`src/rtl/merge2_pkg.sv`:
```
// Shared types and constants for the two-input round-robin stream merger.
package merge2_pkg;

  typedef enum logic [1:0] {
    IDLE,
    LOCK0,
    LOCK1
  } merge_state_t;

  localparam logic SRC0 = 1'b0;
  localparam logic SRC1 = 1'b1;

endpackage

```
`src/rtl/rr_arb2.sv`:
```
// Combinational two-way arbiter: a lock pins the grant to one input,
// otherwise the pointer breaks ties between simultaneous requests.
module rr_arb2
  import merge2_pkg::*;
(
  input  logic [1:0] req,
  input  logic       ptr,
  input  logic       lock_en,
  input  logic       lock_id,
  output logic       grant_valid,
  output logic       grant_id
);

  // NOTE: every output gets a default first so no path through the block leaves
  // a value unassigned; a missed branch here would otherwise infer a latch.
  always_comb begin
    grant_valid = 1'b0;
    grant_id    = SRC0;
    if (lock_en) begin
      grant_valid = req[lock_id];
      grant_id    = lock_id;
    end else if (req == 2'b11) begin
      grant_valid = 1'b1;
      grant_id    = ptr;
    end else if (req[0]) begin
      grant_valid = 1'b1;
      grant_id    = SRC0;
    end else if (req[1]) begin
      grant_valid = 1'b1;
      grant_id    = SRC1;
    end
  end

endmodule

```
`src/rtl/merge2_rr.sv`:
```
// Two-input round-robin packet merger with a registered output stage.
// A packet owns the output from its first beat until its last beat.
module merge2_rr
  import merge2_pkg::*;
#(
  parameter int WIDTH = 8
) (
  input  logic             clk,
  input  logic             rst,
  input  logic             in0_valid,
  output logic             in0_ready,
  input  logic [WIDTH-1:0] in0_data,
  input  logic             in0_last,
  input  logic             in1_valid,
  output logic             in1_ready,
  input  logic [WIDTH-1:0] in1_data,
  input  logic             in1_last,
  output logic             out_valid,
  input  logic             out_ready,
  output logic [WIDTH-1:0] out_data,
  output logic             out_last,
  output logic             out_src
);

  merge_state_t     state, state_next;
  logic             ptr, ptr_next;
  logic             load, accept;
  logic             grant_valid, grant_id;
  logic             sel_last;
  logic [WIDTH-1:0] sel_data;

  assign load = !out_valid || out_ready;

  rr_arb2 u_arb (
    .req         ({in1_valid, in0_valid}),
    .ptr         (ptr),
    .lock_en     (state != IDLE),
    .lock_id     (state == LOCK1),
    .grant_valid (grant_valid),
    .grant_id    (grant_id)
  );

  // Readies are held low during reset so no beat is consumed and then lost.
  assign accept    = !rst && load && grant_valid;
  assign in0_ready = accept && (grant_id == SRC0);
  assign in1_ready = accept && (grant_id == SRC1);
  assign sel_data  = (grant_id == SRC1) ? in1_data : in0_data;
  assign sel_last  = (grant_id == SRC1) ? in1_last : in0_last;

  always_comb begin
    state_next = state;
    ptr_next   = ptr;
    if (accept) begin
      if (sel_last) begin
        state_next = IDLE;
        ptr_next   = ~grant_id;
      end else begin
        state_next = (grant_id == SRC1) ? LOCK1 : LOCK0;
      end
    end
  end

  // NOTE: registers use non-blocking assignments so every flop samples the
  // pre-edge values, independent of statement order within the block.
  always_ff @(posedge clk or posedge rst) begin
    if (rst) begin
      state <= IDLE;
      ptr   <= SRC0;
    end else begin
      state <= state_next;
      ptr   <= ptr_next;
    end
  end

  // Payload fields hold across empty cycles; only the valid flag drops.
  always_ff @(posedge clk or posedge rst) begin
    if (rst) begin
      out_valid <= 1'b0;
      out_data  <= '0;
      out_last  <= 1'b0;
      out_src   <= SRC0;
    end else if (load) begin
      out_valid <= accept;
      if (accept) begin
        out_data <= sel_data;
        out_last <= sel_last;
        out_src  <= grant_id;
      end
    end
  end

endmodule

```
`config.mk`:
```
export PLATFORM = sky130hd
export DESIGN_NAME = merge2_rr
export DESIGN_NICKNAME = d
export VERILOG_FILES = /design/src/rtl/merge2_pkg.sv /design/src/rtl/rr_arb2.sv /design/src/rtl/merge2_rr.sv
export SDC_FILE = /design/constraint.sdc
export NUM_CORES = 1
export LEC_CHECK = 0
export BUFFER_PORTS_ARGS = -buffer_cell sky130_fd_sc_hd__clkbuf_2
export CAP_MARGIN = 10
export CORE_UTILIZATION = 45
export CTS_BUF_LIST = sky130_fd_sc_hd__clkbuf_8 sky130_fd_sc_hd__clkbuf_16
export DETAILED_ROUTE_END_ITERATION = 10
export GPL_ROUTABILITY_DRIVEN = 0
export PLACE_DENSITY = 0.78
export SYNTH_ARGS = -nofsm -noshare
export SYNTH_HDL_FRONTEND = slang
export SYNTH_HIERARCHICAL = 1
export SYNTH_SLANG_ARGS = --single-unit
```
`constraint.sdc`:
```
create_clock -name clk -period 3.2 [get_ports clk]
set_input_delay 0.16 -clock clk [delete_from_list [all_inputs] [get_ports clk]]
set_output_delay 0.16 -clock clk [all_outputs]
set_load 0.03 [all_outputs]
```
==> summary.txt, run 1 <==
Status
  – Result of the run: completed

Final layout
  – Diode insertion count for antenna repair: 0
  – Net count, final: 132
  – Layout Area Growth over Synthesis: 31.1%
  – Layout cell share with drive strength beyond 1: 45.4%
  – Most common library cell in the layout ignoring fill and taps: clkbuf_2
  – Final standard cell count with taps included and fillers excluded: 124
  – Most used cells in the layout excluding fill and tap cells: clkbuf_2, a21oi_1, dfrtp_1

Place
  – Cell total after placement: about 120
  – Input/output buffers: 35
  – Worst Setup Slack post-DPL: a little over 0.9 ns
  – Post-DP HPWL: about 1.1 mm

Route
  – Antenna viol nets, final: 0
  – Starting DRT DRC Count: 8
  – Pre-antenna DRT Iters: 4
  – Vias: roughly 660
  – Per-cell via count in the routed design: 5.28
  – Count of unresolved DRC violations after routing: 0
  – Final WL: 1.63 mm
  – Routed wire length per instance: 13.1 um

Logic synthesis
  – Sequential fraction of the synthesis area: 46.4%
  – Number of cells produced by synthesis: 71
  – Count of unique library cells instantiated by Yosys: 22
  – Synth warn: 6
  – Top cell type's share of synthesized area: between 40 and 50%
  – Post-Syn Nets: 94
  – Top post-synthesis cells by area: dfrtp_1, a21oi_1, mux2i_1
  – Number of synthesized register bits: 14
  – Total standard cell area after synthesis: between 700 and 800 sq um
  – Post-Synthesis Mean Instance Area: between 10 and 15 sq um
  – Leading area contributor after synthesis: dfrtp_1

Clock tree
  – Root Driver: clkbuf_8
  – CTS Buffer Depth: 2
  – Count of cells resized by post-cts repair: 0
  – H-tree Lvls: 1
  – Post-CTS clock slew at the launch and capture registers of the worst setup and hold paths: 0.06 ns
  – CTS tree: yes
  – CTS sink cnt: 14
  – Later-pin clock latency in the skew report: about 0.24 ns
  – Clock buffer count from CTS: 3

Global route
  – First-pass GRT wire length: 2.46 mm
  – Total overflow reported by the global router: 0
  – Number of antenna violations at the first check in global routing: 0
  – Largest net degree at the start of global routing: 15
  – Vias in the first global route: 574
  – GRT Resource Usage Total: 18.0%

Worst setup path
  – Worst path arrival time: 2.17 ns
  – Data required time at the worst endpoint: between 3 and 4 ns
  – Crit path cell chain: or2_2 > a21boi_1 > a2bb2oi_1 > nor2b_2 > and3_1 > clkbuf_2
  – CP startpoint kind: flip-flop
  – Internal reg-to-reg setup slack: 0.90 ns
  – Crit Path Max Fanout: 14
  – Crit-path slowest cell: nor2b_2
  – CP max stage delay: 0.46 ns
  – Type of element capturing the critical path: primary output
  – Critical Setup Path Class: reg2out

Floorplanning
  – Effective utilization at floorplan: 49.0%
  – Cell row count: 14
  – Height of the die: 43.0 um
  – Die ar.: ~1800 sq um
  – Die W: 43.0 um
  – Core area: 1540 sq um
  – Count of pins on the block boundary: 36

Power
  – Tot Pwr: roughly 0.97 mW
  – Static leakage: 0.495 nW
  – Peak VDD IR: 0.000458 V
  – Power per unit of standard cell area: roughly 980 nW/um^2

STA
  – Worst Hold Margin: 0.218 ns
  – Setup repair after global routing missed its margin: no
  – Number of failing hold endpoints at the final stage: 0
  – Worst Slack Setup Final: 0.875 ns
  – Number of pins exceeding their max-slew limit in the final report: 0
  – Total negative setup slack: 0 ns
  – Slew @ Worst Pin: 0.544 ns
  – Worst Clk Skew: approximately 0.0031 ns
  – Final period utilization: 72.7%
  – Max Freq: 430 MHz
  – Finish-stage setup viols: 0
  – Max-slew headroom: 63.7%
  – Final Critical Period: 2.33 ns

Min path
  – Type of the tightest min-delay check: in2reg

Run
  – Max-capacitance violation count: 0
## state kept, by name, summed over array words and instances (netlist names)
name / flops
state: 2
out_valid: 1
out_last: 1
out_src: 1
ptr: 1
out_data: 8
## per-stage QoR
| step | area [sq um] | util, % |
|---|---|---|
| 3_5_place_dp | 926 | 60.1 |
| 3_3_place_gp | 926 | 60.1 |
| 2_1_floorplan | 756 | - |
| 4_1_cts | 991 | 64.3 |
| 6_report | 991 | 64.3 |
| 5_1_grt | 991 | 64.3 |
## kinds of logic (layout without fill, tap and decap cells)
| group | Yosys count | count (layout) | synth area share [%] |
|---|---|---|---|
| mux | 11 | 11 | 15.1 |
| flops | 14 | 14 | 46.4 |
| compound gates | 24 | 24 | 19.7 |
| simple gates | 15 | 15 | 13.1 |
| buf+inv | 7 | 44 | 5.79 |
## power breakdown
part	internal [mW]	switching [mW]
clock	0.109	0.0593
sequential	0.258	0.0484
combinational	0.181	0.317
## critical path, delay by kind of cell, from the launching register on
family,cells,cell delay (ns)
buffers and inverters,1,0.20
AO/OA/AOI/OAI,2,0.31
AND/OR/NAND/NOR,3,1.03
flip-flops,1,0.38
## synth_stat cells
library cell / instances
or2_2: 1
o21ai_1: 1
nor2b_2: 2
nor2b_1: 1
and3_1: 2
buf_6: 2
mux2_2: 3
nand2b_4: 1
a2bb2oi_1: 1
a21boi_1: 1
nor2_1: 3
and2_1: 1
dfrtp_1: 14
and2_4: 1
nand2_1: 1
inv_1: 3
a221oi_4: 1
a31oi_1: 1
nand2b_1: 2
a21oi_1: 19
buf_2: 2
mux2i_1: 8
## final timing paths
path                                            from                 endpoint  cells past startpoint
worst max-delay path            state[1]$_DFFE_PP0P_                in0_ready                      6
worst min-delay path                     in0_data[1]  out_data[1]$_DFFE_PP0P_                      3
worst max register to register  state[1]$_DFFE_PP0P_      out_src$_DFFE_PP0P_                      6
worst min register to register  state[1]$_DFFE_PP0P_     state[1]$_DFFE_PP0P_                      1
max in group asynchronous                        rst    out_valid$_DFFE_PP0P_                      3
min in group asynchronous                        rst     out_last$_DFFE_PP0P_                      3
## routing by layer
layer | GRT usage [%] | vias up | routed length, um
li1 | - | 325 | -
met1 | 22.6 | 293 | 700
met2 | 30.3 | 33 | 806
met3 | 3.40 | 4 | 106
met4 | 7.27 | 0 | 12
met5 | 0 | - | 0
## timing repair
item,CTS,global route
endpoints found under the hold margin,14,0
hold buffers,1,0
setup buffers,0,0
## final cells by class
type                            instances  area, sq um
Clock buffer                            4         55.1
Sequential cell                        14          350
Tap cell                               16         20.0
Inverter                                3         11.3
Fill cell                             123          551
Timing Repair Buffer                   37          193
Multi-Input combinational cell         50          362
Power figures use the tool's default switching activity.
==> run 2: changes to the inputs <==
- ABC_AREA: default -> 1
- CORE_UTILIZATION: 45 -> 40
- PLACE_DENSITY: 0.78 -> 0.73
- clock period: 3.2 -> 2 ns (I/O delays scaled with it)
==> summary.txt, run 2 <==
Clock tree
  – Root Driver: clkbuf_8
  – CTS Buffer Depth: 2 (unchanged)
  – Post-CTS clock slew at the launch and capture registers of the worst setup and hold paths: 0.06 ns (about the same)
  – CTS tree: yes
  – Later-pin clock latency in the skew report: 0.24 ns (about the same)
  – H-tree Lvls: 1 (unchanged)
  – CTS sink cnt: 14 (unchanged)
  – Clock buffer count from CTS: 3 (unchanged)

Global route
  – First-pass GRT wire length: 2.88 mm (+17%)
  – Total overflow reported by the global router: 0 (unchanged)
  – Vias in the first global route: 700 (+22%)
  – Number of antenna violations at the first check in global routing: 0 (unchanged)
  – Largest net degree at the start of global routing: 17 (+2)
  – GRT Resource Usage Total: 18.8% (+0.85 points)

STA
  – Number of failing hold endpoints at the final stage: 0 (unchanged)
  – Final Critical Period: roughly 1.9 ns
  – Worst Slack Setup Final: 0.123 ns (-0.751 ns)
  – Max Freq: 533 MHz
  – Worst Clk Skew: 0.00136 ns (-0.00171 ns)
  – Total negative setup slack: 0 ns (unchanged)
  – Final period utilization: 93.8%
  – Number of pins exceeding their max-slew limit in the final report: 0 (unchanged)
  – Finish-stage setup viols: 0 (unchanged)
  – Setup repair after global routing missed its margin: yes
  – Slew @ Worst Pin: 0.354 ns (-0.190 ns)
  – Max-slew headroom: 76.3% (+13 points)

Floorplanning
  – Effective utilization at floorplan: 43.8% (-5.2 points)
  – Cell row count: 15 (+1)
  – Die W: 46.0 um (+6.9%)
  – Die ar.: 2110 sq um (+14%)
  – Count of pins on the block boundary: 36 (unchanged)
  – Height of the die: 46.0 um (+6.9%)
  – Core area: 1760 sq um (+14%)

Logic synthesis
  – Number of synthesized register bits: 14 (unchanged)
  – Fraction of the mapped netlist area in adder cells: 0% (unchanged)
  – Top post-synthesis cells by area: dfrtp_1, nand2_1, buf_6
  – Post-Syn Nets: 133 (+41%)
  – Post-Synthesis Mean Instance Area: 7.03 sq um (-34%)
  – Most numerous cell types in the synthesized netlist: nand2_1, dfrtp_1, nor2_1
  – Complex-gate fraction of the synthesized area: 1.78% (-18 points)
  – Leading area contributor after synthesis: dfrtp_1
  – Post-synthesis mux area share: 0% (-15 points)
  – Top cell type's share of synthesized area: 45.3% (-1.1 points)
  – Most instantiated flip-flop cell in the synthesis netlist: dfrtp_1
  – Synth warn: 6 (unchanged)
  – Number of enable-type register cells in the synthesized netlist: 0 (unchanged)
  – XOR/XNOR Fraction of Synth Area: 0% (unchanged)
  – Sequential fraction of the synthesis area: 45.3% (-1.1 points)
  – Most repeated cell in the gate-level netlist after synthesis: nand2_1
  – Main combinational cell family by area after synthesis: simple AND/OR/NAND/NOR gates
  – Number of cells produced by synthesis: 110 (+55%)
  – FFs w/ async S/R, synth: 100% (unchanged)
  – Total standard cell area after synthesis: 773 sq um (+2.3%)
  – Synthesized-area fraction occupied by and/or/nand/nor cells: 43.4% (+30 points)
  – Count of unique library cells instantiated by Yosys: 15 (-32%)

Route
  – Vias: 792 (+21%)
  – Antenna viol nets, final: 0 (unchanged)
  – Routed wire length per instance: 10.7 um (-19%)
  – Count of unresolved DRC violations after routing: 0 (unchanged)
  – Starting DRT DRC Count: 10 (+2)
  – Final WL: 1.85 mm (+13%)
  – Per-cell via count in the routed design: 4.58 (-13%)
  – Pre-antenna DRT Iters: 4 (unchanged)

Power
  – Net Sw Power: 0.714 mW (+68%)
  – Static leakage: 0.631 nW (+28%)
  – Power per unit of standard cell area: 1470 nW/um^2 (+50%)
  – Fraction of power consumed by combinational cells: 50.8% (-0.4 points)
  – Net Sw Frac: 46.6% (+2.9 points)
  – Peak VDD IR: 0.000582 V (+27%)
  – Clock network fraction of design power: 18.1% (+0.8 points)
  – Cell-internal power: 0.817 mW (+49%)
  – Sequential group share of total power: 31.2% (-0.3 points)

Final layout
  – Most flops, register: out_data
  – Post-route cell area: 1040 sq um (+4.8%)
  – Most used cells in the layout excluding fill and tap cells: nand2_1, clkbuf_2, dfrtp_1
  – Most common library cell in the layout ignoring fill and taps: nand2_1
  – Net count, final: 172 (+30%)
  – Layout cell share with drive strength beyond 1: 36.5% (-8.9 points)
  – Filler instances: 196 (+59%)
  – Largest register FFs: 8 (unchanged)
  – Diode insertion count for antenna repair: 0 (unchanged)
  – Largest registers: out_data x8, state x2
  – Layout Area Growth over Synthesis: 34.3%

Place
  – Placement-stage cell area: 956 sq um (+3.2%)
  – Post-DP HPWL: 1.35 mm (+19%)
  – Worst Setup Slack post-DPL: 0.302 ns (-0.604 ns)
  – Input/output buffers: 35 (unchanged)

Worst setup path
  – Critical Setup Path Class: reg2out
  – Worst path arrival time: 1.78 ns (-0.39 ns)
  – Data required time at the worst endpoint: 1.90 ns (-1.14 ns)
  – Crit Path Max Fanout: 12 (-2)
  – CP startpoint kind: flip-flop
  – Type of element capturing the critical path: primary output

Run
  – Max-capacitance violation count: 0 (unchanged)

Min path
  – Type of the tightest min-delay check: in2reg

Status
  – Result of the run: completed
[run 2: cell count changes in the layout (fill, tap and decap cells not counted), sizes merged, moves of 2 or more]
cell    previous run  this run
nor2               3         9
nand3              0         3
and3               2         0
nand2b             3         0
inv                3         8
mux2               3         0
a21oi             19         0
nand2              1        68
mux2i              8         0
and2               2         0
nor2b              3         0
[run 2: per-stage QoR]
| step | hold slack [ns] | utilization, % | std cells | power [mW] |
|---|---|---|---|---|
| 4_1_cts | 0.128 | 57.9 | 173 | 1.52 |
| 3_5_place_dp | 0.0322 | 54.2 | 168 | 1.23 |
| 6_report | 0.126 | 58.9 | 173 | 1.53 |
| 2_1_floorplan | -0.102 | - | 110 | 1.06 |
| 3_3_place_gp | 0.0263 | 54.2 | 168 | 1.21 |
| 5_1_grt | 0.140 | 58.9 | 173 | 1.64 |
[run 2: metal layers]
layer  global-route usage [%]  part of all wire, %
met2                     34.6                   53
met1                     22.5                   41
met5                        0                    0
met4                     5.29                 0.92
met3                     2.38                  4.8
[run 2: final timing paths]
path,endpoint,slack [ns],start,depth (start not counted)
worst max-delay path,in1_ready,0.12,state[0]$_DFFE_PP0P_,7
min in group asynchronous,out_data[1]$_DFFE_PP0P_,0.32,rst,3
max in group asynchronous,out_data[2]$_DFFE_PP0P_,1.47,rst,3
worst max register to register,ptr$_DFFE_PP0P_,0.27,state[0]$_DFFE_PP0P_,9
worst min-delay path,state[0]$_DFFE_PP0P_,0.13,in0_last,4
worst min register to register,out_data[6]$_DFFE_PP0P_,0.47,out_data[6]$_DFFE_PP0P_,2
[run 2: area by class of cell]
type / instances / area, sq um / area share [%]
inverters: 9 / 37.5 / 3.61
well taps: 25 / 31.3 / 3.01
flip-flops and latches: 14 / 350 / 33.7
clock buffers: 4 / 55.1 / 5.30
multi-input cells: 83 / 359 / 34.6
repair buffers: 38 / 205 / 19.8
[run 2: worst max-delay path, stage by stage, from the launching register on]
cell	delay, ns
dfrtp_1	0.39
or2_2	0.31
nor2_1	0.15
nand2_1	0.08
nand2_2	0.16
inv_4	0.10
nor2_1	0.13
clkbuf_4	0.20
[run 2: what timing repair did]
item	4_1_cts	5_1_grt
setup buffers	0	0
gates resized for setup	0	8
hold buffers	1	0
endpoints found under the hold margin	14	0
endpoints found under the setup margin	0	2
[run 2: cell families after synthesis]
logic type,count (synthesis)
DFF,14
buffers and inverters,13
and+or+nand+nor,81
AOI/OAI and AO/OA,2
[run 2: power by group through the flow]
stage	Combinational (mW)	Sequential [mW]	Clock, mW
6_report	0.777	0.477	0.276
5_1_grt	0.858	0.489	0.297
4_1_cts	0.764	0.477	0.283
3_5_place_dp	0.753	0.481	0
3_3_place_gp	0.734	0.476	0
2_1_floorplan	0.385	0.672	0
==> run 3: changes to the inputs <==
- CELL_PAD_IN_SITES_DETAIL_PLACEMENT: default -> 0
- CELL_PAD_IN_SITES_GLOBAL_PLACEMENT: default -> 1
- CORE_UTILIZATION: 40 -> 27
- PLACE_DENSITY: 0.73 -> default
- PLACE_DENSITY_LB_ADDON: default -> 0.1
==> summary.txt, run 3 (synthesized netlist as in run 2, its figures left out) <==
Clock tree
  – CTS tree: yes
  – CTS sink cnt: 14 (unchanged)
  – Count of cells resized by post-cts repair: 0 (unchanged)
  – Later-pin clock latency in the skew report: 0.25 ns (about the same)
  – Total of hold buffers inserted after clock tree synthesis: 1 (unchanged)
  – Root Driver: clkbuf_8
  – Post-CTS clock slew at the launch and capture registers of the worst setup and hold paths: 0.06 ns (about the same)
  – Post-CTS setup-driven buffer insertion count: 0 (unchanged)
  – CTS Buffer Depth: 2 (unchanged)
  – H-tree Lvls: 1 (unchanged)
  – Clock buffer count from CTS: 3 (unchanged)

Worst setup path
  – Critical Setup Path Class: reg2out
  – Endpoint of the worst register-to-register path: ptr$_DFFE_PP0P_
  – Type of element capturing the critical path: primary output
  – Crit Path Max Fanout: 4 (-8)
  – CP startpoint kind: flip-flop
  – Internal reg-to-reg setup slack: 0.38 ns (+0.11 ns)
  – Worst path arrival time: 1.78 ns (about the same)
  – Reg2Reg Launch Point: state[1]$_DFFE_PP0P_
  – R2R cell count: 9 (unchanged)
  – Data required time at the worst endpoint: 1.90 ns (about the same)

Run
  – Max-capacitance violation count: 0 (unchanged)

Final layout
  – Final standard cell count with taps included and fillers excluded: 179 (+3.5%)
  – Largest registers: out_data x8, state x2
  – Final cell utilization of the core: 37.6% (-21 points)
  – Layout cell share with drive strength beyond 1: 34.5% (-2.0 points)
  – Filler instances: 301 (+54%)
  – Most common library cell in the layout ignoring fill and taps: nand2_1
  – Net count, final: 172 (unchanged)
  – Largest register FFs: 8 (unchanged)
  – Post-route cell area: 1030 sq um (-0.96%)
  – Most flops, register: out_data
  – Most used cells in the layout excluding fill and tap cells: nand2_1, clkbuf_2, dfrtp_1
  – Layout Area Growth over Synthesis: 33.0%
  – Diode insertion count for antenna repair: 0 (unchanged)

Place
  – Post-DP HPWL: 1.32 mm (-1.9%)
  – Placement-stage cell area: 963 sq um (+0.79%)
  – Cell total after placement: 174 (+3.6%)
  – Worst Setup Slack post-DPL: 0.358 ns (+0.0558 ns)
  – Input/output buffers: 35 (unchanged)

STA
  – Max-slew headroom: 76.5% (+0.18 points)
  – Worst Clk Skew: 0.00381 ns (+0.00244 ns)
  – Finish-stage setup viols: 0 (unchanged)
  – Total negative setup slack: 0 ns (unchanged)
  – Slew @ Worst Pin: 0.351 ns (-0.00264 ns)
  – Worst Hold Margin: 0.124 ns (-0.00131 ns)
  – Final period utilization: 93.8% (about the same)
  – Final Critical Period: 1.88 ns (-0.000612 ns)
  – Setup repair after global routing missed its margin: no
  – Worst Slack Setup Final: 0.124 ns (+0.000612 ns)
  – Number of failing hold endpoints at the final stage: 0 (unchanged)
  – Number of pins exceeding their max-slew limit in the final report: 0 (unchanged)
  – Max Freq: 533 MHz (about the same)

Route
  – Per-cell via count in the routed design: 4.21 (-8.1%)
  – Starting DRT DRC Count: 33 (+23)
  – Final WL: 1.76 mm (-4.9%)
  – Count of unresolved DRC violations after routing: 0 (unchanged)
  – Pre-antenna DRT Iters: 4 (unchanged)
  – Routed wire length per instance: 9.80 um (-8.1%)
  – Vias: 753 (-4.9%)
  – Antenna viol nets, final: 0 (unchanged)

Power
  – Tot Pwr: 1.50 mW (-2.1%)
  – Power per unit of standard cell area: 1460 nW/um^2 (-1.1%)
  – Peak VDD IR: 0.000648 V (+11%)
  – Static leakage: 0.629 nW (-0.41%)

Global route
  – Largest net degree at the start of global routing: 17 (unchanged)
  – Layer carrying the most global-route usage: met2
  – Number of antenna violations at the first check in global routing: 0 (unchanged)
  – Total overflow reported by the global router: 0 (unchanged)
  – GRT Resource Usage Total: 12.9% (-6.0 points)
  – Vias in the first global route: 721 (+3.0%)
  – GR met3 Demand/Resource: 2.81% (+0.43 points)
  – Met2 track demand over resource in global routing: 21.3% (-13 points)
  – Global routing met1 resource utilization: 16.1% (-6.4 points)
  – First-pass GRT wire length: 3.09 mm (+7.4%)

Status
  – Result of the run: completed

Min path
  – Type of the tightest min-delay check: in2reg
  – Worst hold path cell count: 4 (unchanged)
  – WHS Endpoint: state[0]$_DFFE_PP0P_
  – Hold path startpoint: in0_last

Floorplanning
  – Die ar.: 3080 sq um (+46%)
  – Die W: 55.5 um (+21%)
  – Core area: 2730 sq um (+55%)
  – Height of the die: 55.5 um (+21%)
  – Effective utilization at floorplan: 28.3% (-16 points)
  – Count of pins on the block boundary: 36 (unchanged)
  – Cell row count: 19 (+4)
## run 3: cell counts in the layout (fill, tap and decap cells not counted)
No cell type changed its count.
## run 3: area by class of cell
class | instances | area (sq um) | area share (%)
inverter | 9 | 35.0 | 3.41
timing repair buffer | 38 | 200 | 19.5
multi-input combinational | 83 | 349 | 33.9
tap | 31 | 38.8 | 3.77
sequential | 14 | 350 | 34.1
clock buffer | 4 | 55.1 | 5.35
## run 3: report_power, final
part	internal, mW	switching (mW)
combinational	0.226	0.519
sequential	0.408	0.0645
clock	0.174	0.107
## run 3: worst max path at each step
stage / from / end
2_1_floorplan: state[1]$_DFFE_PP0P_ / in1_ready
3_3_place_gp: state[1]$_DFFE_PP0P_ / in0_ready
3_5_place_dp: state[1]$_DFFE_PP0P_ / in0_ready
4_1_cts: state[1]$_DFFE_PP0P_ / in0_ready
5_1_grt: state[0]$_DFFE_PP0P_ / in0_ready
6_report: state[1]$_DFFE_PP0P_ / in0_ready
## run 3: critical path, cell delays in order (launching register included)
cell and delay (ns):
dfrtp_1 0.37, or2_2 0.31, nand2_1 0.09, nand2_1 0.05, nand2_1 0.09, nand3_1 0.18, nor2_1 0.20, clkbuf_2 0.23
## run 3: metal layers
metal / vias to the layer above / routed length, um
li1: 400 / -
met1: 328 / 851
met2: 23 / 801
met3: 2 / 80
met4: 0 / 21
met5: - / 0
